===== config.mk =====
export PLATFORM = sky130hd
export DESIGN_NAME = ft_in_packet_parser
export DESIGN_NICKNAME = d
export VERILOG_FILES = /design/src/rtl/ft_in_packet_parser_pkg.sv /design/src/rtl/ft_in_packet_parser_byte_fetcher.sv /design/src/rtl/ft_in_packet_parser.sv
export SDC_FILE = /design/constraint.sdc
export NUM_CORES = 1
export LEC_CHECK = 0
export ABC_CLOCK_PERIOD_IN_PS = 6200
export BUFFER_PORTS_ARGS = -buffer_cell sky130_fd_sc_hd__buf_4
export CORE_MARGIN = 8
export CORE_UTILIZATION = 30
export DETAILED_ROUTE_END_ITERATION = 10
export GPL_TIMING_DRIVEN = 0
export PLACE_DENSITY = 0.6
export SYNTH_ARGS = -nofsm -noshare
export SYNTH_HDL_FRONTEND = slang
export SYNTH_SLANG_ARGS = --single-unit

===== constraint.sdc =====
create_clock -name clk -period 6.2 [get_ports clk]
set_clock_uncertainty 0.05 [all_clocks]
set_input_delay 0.93 -clock clk [delete_from_list [all_inputs] [get_ports clk]]
set_output_delay 0.93 -clock clk [all_outputs]
set_load 0.01 [all_outputs]

===== src/rtl/ft_in_packet_parser_pkg.sv =====
// Shared constants for the FTDI host-packet parser: ID byte default, header length, FSM encodings.
// Latency: none (declarations only). Backpressure: not applicable.
package ft_host_pkg;
  localparam logic [7:0] ID_BYTE_DEFAULT = 8'hCD;
  localparam int         HDR_LEN         = 9;

  // Parser states
  localparam logic [2:0] HDR_ID    = 3'd0;
  localparam logic [2:0] HDR_COUNT = 3'd1;
  localparam logic [2:0] HDR_CMD   = 3'd2;
  localparam logic [2:0] HDR_ADDR  = 3'd3;
  localparam logic [2:0] DATA      = 3'd4;
  localparam logic [2:0] ISSUE     = 3'd5;

  // Fetcher states
  localparam logic [0:0] FETCH_IDLE   = 1'b0;
  localparam logic [0:0] FETCH_ACTIVE = 1'b1;
endpackage


===== src/rtl/ft_in_packet_parser_byte_fetcher.sv =====
// Pops bytes from one incoming FTDI FIFO buffer at a time, one read outstanding.
// Latency: byte valid the cycle after the read strobe; one byte per 2 cycles.
// Backpressure: stall holds off new reads; an outstanding byte is still delivered.
module ft_byte_fetcher
  import ft_host_pkg::*;
(
  input  logic        clk,
  input  logic        rst,
  input  logic        in_fifo_ready,
  output logic        in_fifo_activate,
  input  logic [23:0] in_fifo_count,
  output logic        in_fifo_read,
  input  logic [7:0]  in_fifo_data,
  input  logic        start_of_frame,
  input  logic        stall,
  output logic        byte_vld,
  output logic [7:0]  byte_dat,
  output logic        byte_sof
);
  logic [0:0]  fstate;
  logic [23:0] bytes_left;

  assign in_fifo_activate = (fstate == FETCH_ACTIVE);
  assign byte_dat         = in_fifo_data;
  assign byte_sof         = start_of_frame;

  always_ff @(posedge clk or posedge rst) begin
    if (rst) begin
      fstate       <= FETCH_IDLE;
      bytes_left   <= '0;
      in_fifo_read <= 1'b0;
      byte_vld     <= 1'b0;
    end else begin
      byte_vld     <= in_fifo_read;
      in_fifo_read <= 1'b0;
      case (fstate)
        FETCH_IDLE: begin
          if (in_fifo_ready) begin
            fstate     <= FETCH_ACTIVE;
            bytes_left <= in_fifo_count;
          end
        end
        default: begin
          // A read issued last cycle is still in flight until its byte lands.
          if (!in_fifo_read) begin
            if (bytes_left != 24'd0) begin
              if (!stall) begin
                in_fifo_read <= 1'b1;
                bytes_left   <= bytes_left - 24'd1;
              end
            end else begin
              fstate <= FETCH_IDLE;
            end
          end
        end
      endcase
    end
  end
endmodule


===== src/rtl/ft_in_packet_parser.sv =====
// Frames host bytes into header + 32-bit word transactions (optional SOF resync: FT_IN_PARSER_SOF_RESYNC_EN).
// Latency: first o_en 28 cycles after in_fifo_ready for a one-word packet; next words >= 8 cycles apart.
// Backpressure: o_en holds all fields until i_master_ready; byte fetching stalls meanwhile.
module ft_in_packet_parser
  import ft_host_pkg::*;
#(
  parameter logic [7:0] ID_BYTE       = ID_BYTE_DEFAULT,
  parameter int         ERR_CNT_WIDTH = 16
) (
  input  logic                     clk,
  input  logic                     rst,
  input  logic                     in_fifo_ready,
  output logic                     in_fifo_activate,
  input  logic [23:0]              in_fifo_count,
  output logic                     in_fifo_read,
  input  logic [7:0]               in_fifo_data,
  input  logic                     start_of_frame,
  output logic                     o_en,
  input  logic                     i_master_ready,
  output logic [7:0]               o_command,
  output logic [31:0]              o_address,
  output logic [31:0]              o_data,
  output logic [23:0]              o_data_count,
  output logic                     o_frame_error,
  output logic [ERR_CNT_WIDTH-1:0] o_error_count
);
  localparam logic [ERR_CNT_WIDTH-1:0] ERR_ONE = 1;

  logic       byte_vld;
  logic [7:0] byte_dat;
  logic       byte_sof;
  logic       stall;
  logic       resync;
  logic [2:0] st;
  logic [1:0] idx;

  ft_byte_fetcher u_fetch (
    .clk              (clk),
    .rst              (rst),
    .in_fifo_ready    (in_fifo_ready),
    .in_fifo_activate (in_fifo_activate),
    .in_fifo_count    (in_fifo_count),
    .in_fifo_read     (in_fifo_read),
    .in_fifo_data     (in_fifo_data),
    .start_of_frame   (start_of_frame),
    .stall            (stall),
    .byte_vld         (byte_vld),
    .byte_dat         (byte_dat),
    .byte_sof         (byte_sof)
  );

`ifdef FT_IN_PARSER_SOF_RESYNC_EN
  assign resync = byte_vld & byte_sof;
`else
  assign resync = 1'b0;
  wire unused_sof = byte_sof;
`endif

  // Also stall on the byte that completes a word, so no read lands while o_en is up.
  assign stall = o_en | (byte_vld & (idx == 2'd3) & ((st == DATA) | (st == HDR_ADDR)));

  always_ff @(posedge clk or posedge rst) begin
    if (rst) begin
      st            <= HDR_ID;
      idx           <= 2'd0;
      o_en          <= 1'b0;
      o_command     <= '0;
      o_address     <= '0;
      o_data        <= '0;
      o_data_count  <= '0;
      o_frame_error <= 1'b0;
      o_error_count <= '0;
    end else begin
      o_frame_error <= 1'b0;
      if (byte_vld && (resync || st == HDR_ID)) begin
        // An abort and a bad ID on the same byte merge into one pulse.
        if ((resync && st != HDR_ID) || byte_dat != ID_BYTE) begin
          o_frame_error <= 1'b1;
          if (~&o_error_count) o_error_count <= o_error_count + ERR_ONE;
        end
        idx <= 2'd0;
        st  <= (byte_dat == ID_BYTE) ? HDR_COUNT : HDR_ID;
      end else if (byte_vld) begin
        case (st)
          HDR_COUNT: begin
            o_data_count <= {o_data_count[15:0], byte_dat};
            idx          <= (idx == 2'd2) ? 2'd0 : idx + 2'd1;
            if (idx == 2'd2) st <= HDR_CMD;
          end
          HDR_CMD: begin
            o_command <= byte_dat;
            st        <= HDR_ADDR;
          end
          HDR_ADDR: begin
            o_address <= {o_address[23:0], byte_dat};
            idx       <= idx + 2'd1;
            if (idx == 2'd3) begin
              if (o_data_count == 24'd0) begin
                o_data <= '0;
                o_en   <= 1'b1;
                st     <= ISSUE;
              end else begin
                st <= DATA;
              end
            end
          end
          DATA: begin
            o_data <= {o_data[23:0], byte_dat};
            idx    <= idx + 2'd1;
            if (idx == 2'd3) begin
              o_en <= 1'b1;
              st   <= ISSUE;
            end
          end
          default: ;
        endcase
      end else if (st == ISSUE && i_master_ready) begin
        o_en <= 1'b0;
        if (o_data_count > 24'd1) begin
          o_data_count <= o_data_count - 24'd1;
          st           <= DATA;
        end else begin
          st <= HDR_ID;
        end
      end
    end
  end
endmodule


==> run metrics <==
status=completed; Arr. time, crit path=2970 ps; core area=24,400 um2; Crit Path Max Fanout=6; Max Cap Viol=0; GRT Residual Overflow=0; RePlAce Congestion=~0.86; Post-synth EDFFs=0; fin cells=around 1,200; Lkg Pwr=0.00419 uW; main flop type after synthesis=dfrtp_1; top cells by area, synth=dfrtp_1, mux2_2, a22o_1; R2R Setup Slk=3470 ps; placed cells=1,169; Worst R2R End=o_data_count[16]; R2R cell count=7; DIE AREA=30,200 um2; Routed Wire Length=22.4 mm; FF-to-FF Start=o_data_count[0]; number of DRC markers in iteration 0=513; post-CTS sizing=0; Layout area overhead=29.2%; Slew headroom=around half; fraction of layout cells with a size suffix above 1=31.8%; RSZ-0062 raised after global routing=no; Min-Delay Path Depth=0; Worst Tran Pin Value=765 ps; Tcrit/Tclk final=roughly 44%; nets=906; Period minus WS final=approximately 2700 ps; CTS tree=built; Total Power=~4600 uW; Port Buffer Count=151; Post-Syn Nets=735; Via Count=6,378; TritonRoute pass-1 iters=5; WS Path Type=reg2reg; Ys Warns=0; CTS Hold Bufs=0; TritonCTS Buffers=17; Fill cells=around 2,400; top cells by count, synth=dfrtp_1, nand2_1, mux2_2, o21ai_0, a22o_1; Slew Viols, Final=0; Sink Count=roughly 150; Via density=5.31; # rows=57; antenna cells=0; Setup TNS Final=0 ps; Die Y=174 um; Achievable Freq=366 MHz; count leader, synth=dfrtp_1; Hold Fails Final Rpt=0; worst hold start=u_fetch.in_fifo_read; met2 Use GR=between 20% and 30%; synthesized cell area=7460 um2; syn_area_per_cell=between 10 and 15 um2; GRT busiest layer=met2; Worst Setup End Kind=register; Ports=around 150; post-synth top area share=approximately half; cell area power density=~480 nW/um2; first-pass GRT wire length=between 30 and 40 mm; Worst-path clk slew=70 ps; count of final setup violators=0; Min-Delay Endpoint=u_fetch.byte_vld; peak supply drop=183 uV; average wire per standard cell=18.6 um; startpoint type of the worst setup path=register; WP data required=around 6400 ps; Post-synth ARST share=100%; initial core utilization=between 30% and 40%; H-tree Lvls=4; Yosys reg bits=146; clock root buffer=clkbuf_16; final hold slack=351 ps; # DRC=0; met3 GRT Util=4.16%; initial antenna violation count=0; global routing usage on met1=19.5%; Detail Route Antenna Nets=0; post-DP HPWL=16.0 mm; largest net degree at the start of global routing=95; Final Core Density=39.5%; area leader, netlist=dfrtp_1; clk_lat worst skew=430 ps; post-CTS setup buffers=0; cells after synthesis=693; vias in the first global route=6,332; CTS max path bufs=2; type of the tightest min-delay check=reg2reg; Die Width=174 um; sequential area share after synthesis=49.0%; Tot GR Track Use=approximately 15%; Yosys cell types=74
## sequential cells by signal (all words and copies together), names as in the netlist, 2 cells and up
register,flops
o_data_count,24
o_address,32
o_data,32
u_fetch.bytes_left,24
st,3
idx,2
o_error_count,16
o_command,8
## kinds of logic after synthesis
family / share of synthesized area, %
adder cells (fa/ha/maj): 0.839
XOR/XNOR: 1.76
AND/OR/NAND/NOR: 17.2
flip-flops: 49.0
AO/OA/AOI/OAI: 21.3
multiplexers: 6.48
buffers and inverters: 3.37
## layout make-up
class	count	area [um2]	share of cell area (%)
Buffer	45	206	2.14
Clock buffer	17	425	4.42
Clock inverter	15	183	1.90
Inverter	12	50.0	0.519
Multi-Input combinational cell	490	3550	36.9
Sequential cell	146	3650	37.9
Tap cell	324	405	4.21
Timing Repair Buffer	152	1160	12.1
## worst max-delay path by stage
| stage | startpoint | end | cells past startpoint |
|---|---|---|---|
| CTS | o_data_count[0] | o_data_count[16] | 7 |
| global route | o_data_count[0] | o_data_count[16] | 7 |
| finish | o_data_count[0] | o_data_count[16] | 7 |
| floorplan | rst | idx[0] | 1 |
| detailed placement | i_master_ready | o_data_count[13] | 7 |
| global placement | rst | o_data[23] | 2 |
## layout by cell type (no fill, tap or decap), drive strengths merged, types with 3 or more instances in the layout
master   synthesis  layout
or3             10      10
and3             6       6
clkbuf          31      48
o21ai           43      43
nand4            5       5
o2bb2ai          9       9
nand3           23      23
xnor2           12      12
nand2           59      59
and4             6       6
o31ai            5       5
xor2             3       3
o221ai          19      19
nor2            33      33
nand4b           4       4
mux2            42      42
a22o            35      35
or2              3       3
o211ai           9       9
dfrtp          146     146
a31oi            7       7
buf             14     166
ha               5       5
o31a             3       3
nor3b            6       6
o311ai           5       5
nor3            23      23
a2bb2oi          4       4
o41ai            3       3
clkinv           0       7
nor4            19      19
a22oi            9       9
nand2b           6       6
nand3b           3       3
a21oi           31      31
or4              3       3
inv             12      19
nor2b            6       6
a211oi           5       5
## stage by stage
| stage | cell area [um2] | setup WS, ps |
|---|---|---|
| 5_1_grt | 9640 | 3330 |
| 3_3_place_gp | 8990 | -766 |
| 4_1_cts | 9640 | 3500 |
| 3_5_place_dp | 9030 | 3500 |
| 6_report | 9640 | 3470 |
| 2_1_floorplan | 7460 | 1300 |
## power breakdown
part	switching, uW	internal, uW	total, uW
Sequential	343	1270	1620
Clock	505	546	1050
Combinational	1050	892	1950
Total	1900	2710	4620
## critical path: stages (launching register included)
cell and delay [ps]:
dfrtp_1 480, inv_1 190, ha_1 260, nor3b_1 640, nand3_1 280, or4_1 510, o21ai_0 90, a21oi_1 90
## layer usage
layer | vias up | share of wire [%] | wire length [um]
met5 | - | 0 | 0
met2 | 198 | 46 | 10300
li1 | 3000 | - | -
met4 | 0 | 1.4 | 319
met1 | 3160 | 46 | 10300
met3 | 20 | 6.3 | 1400
(Power assumes the default switching activity.)
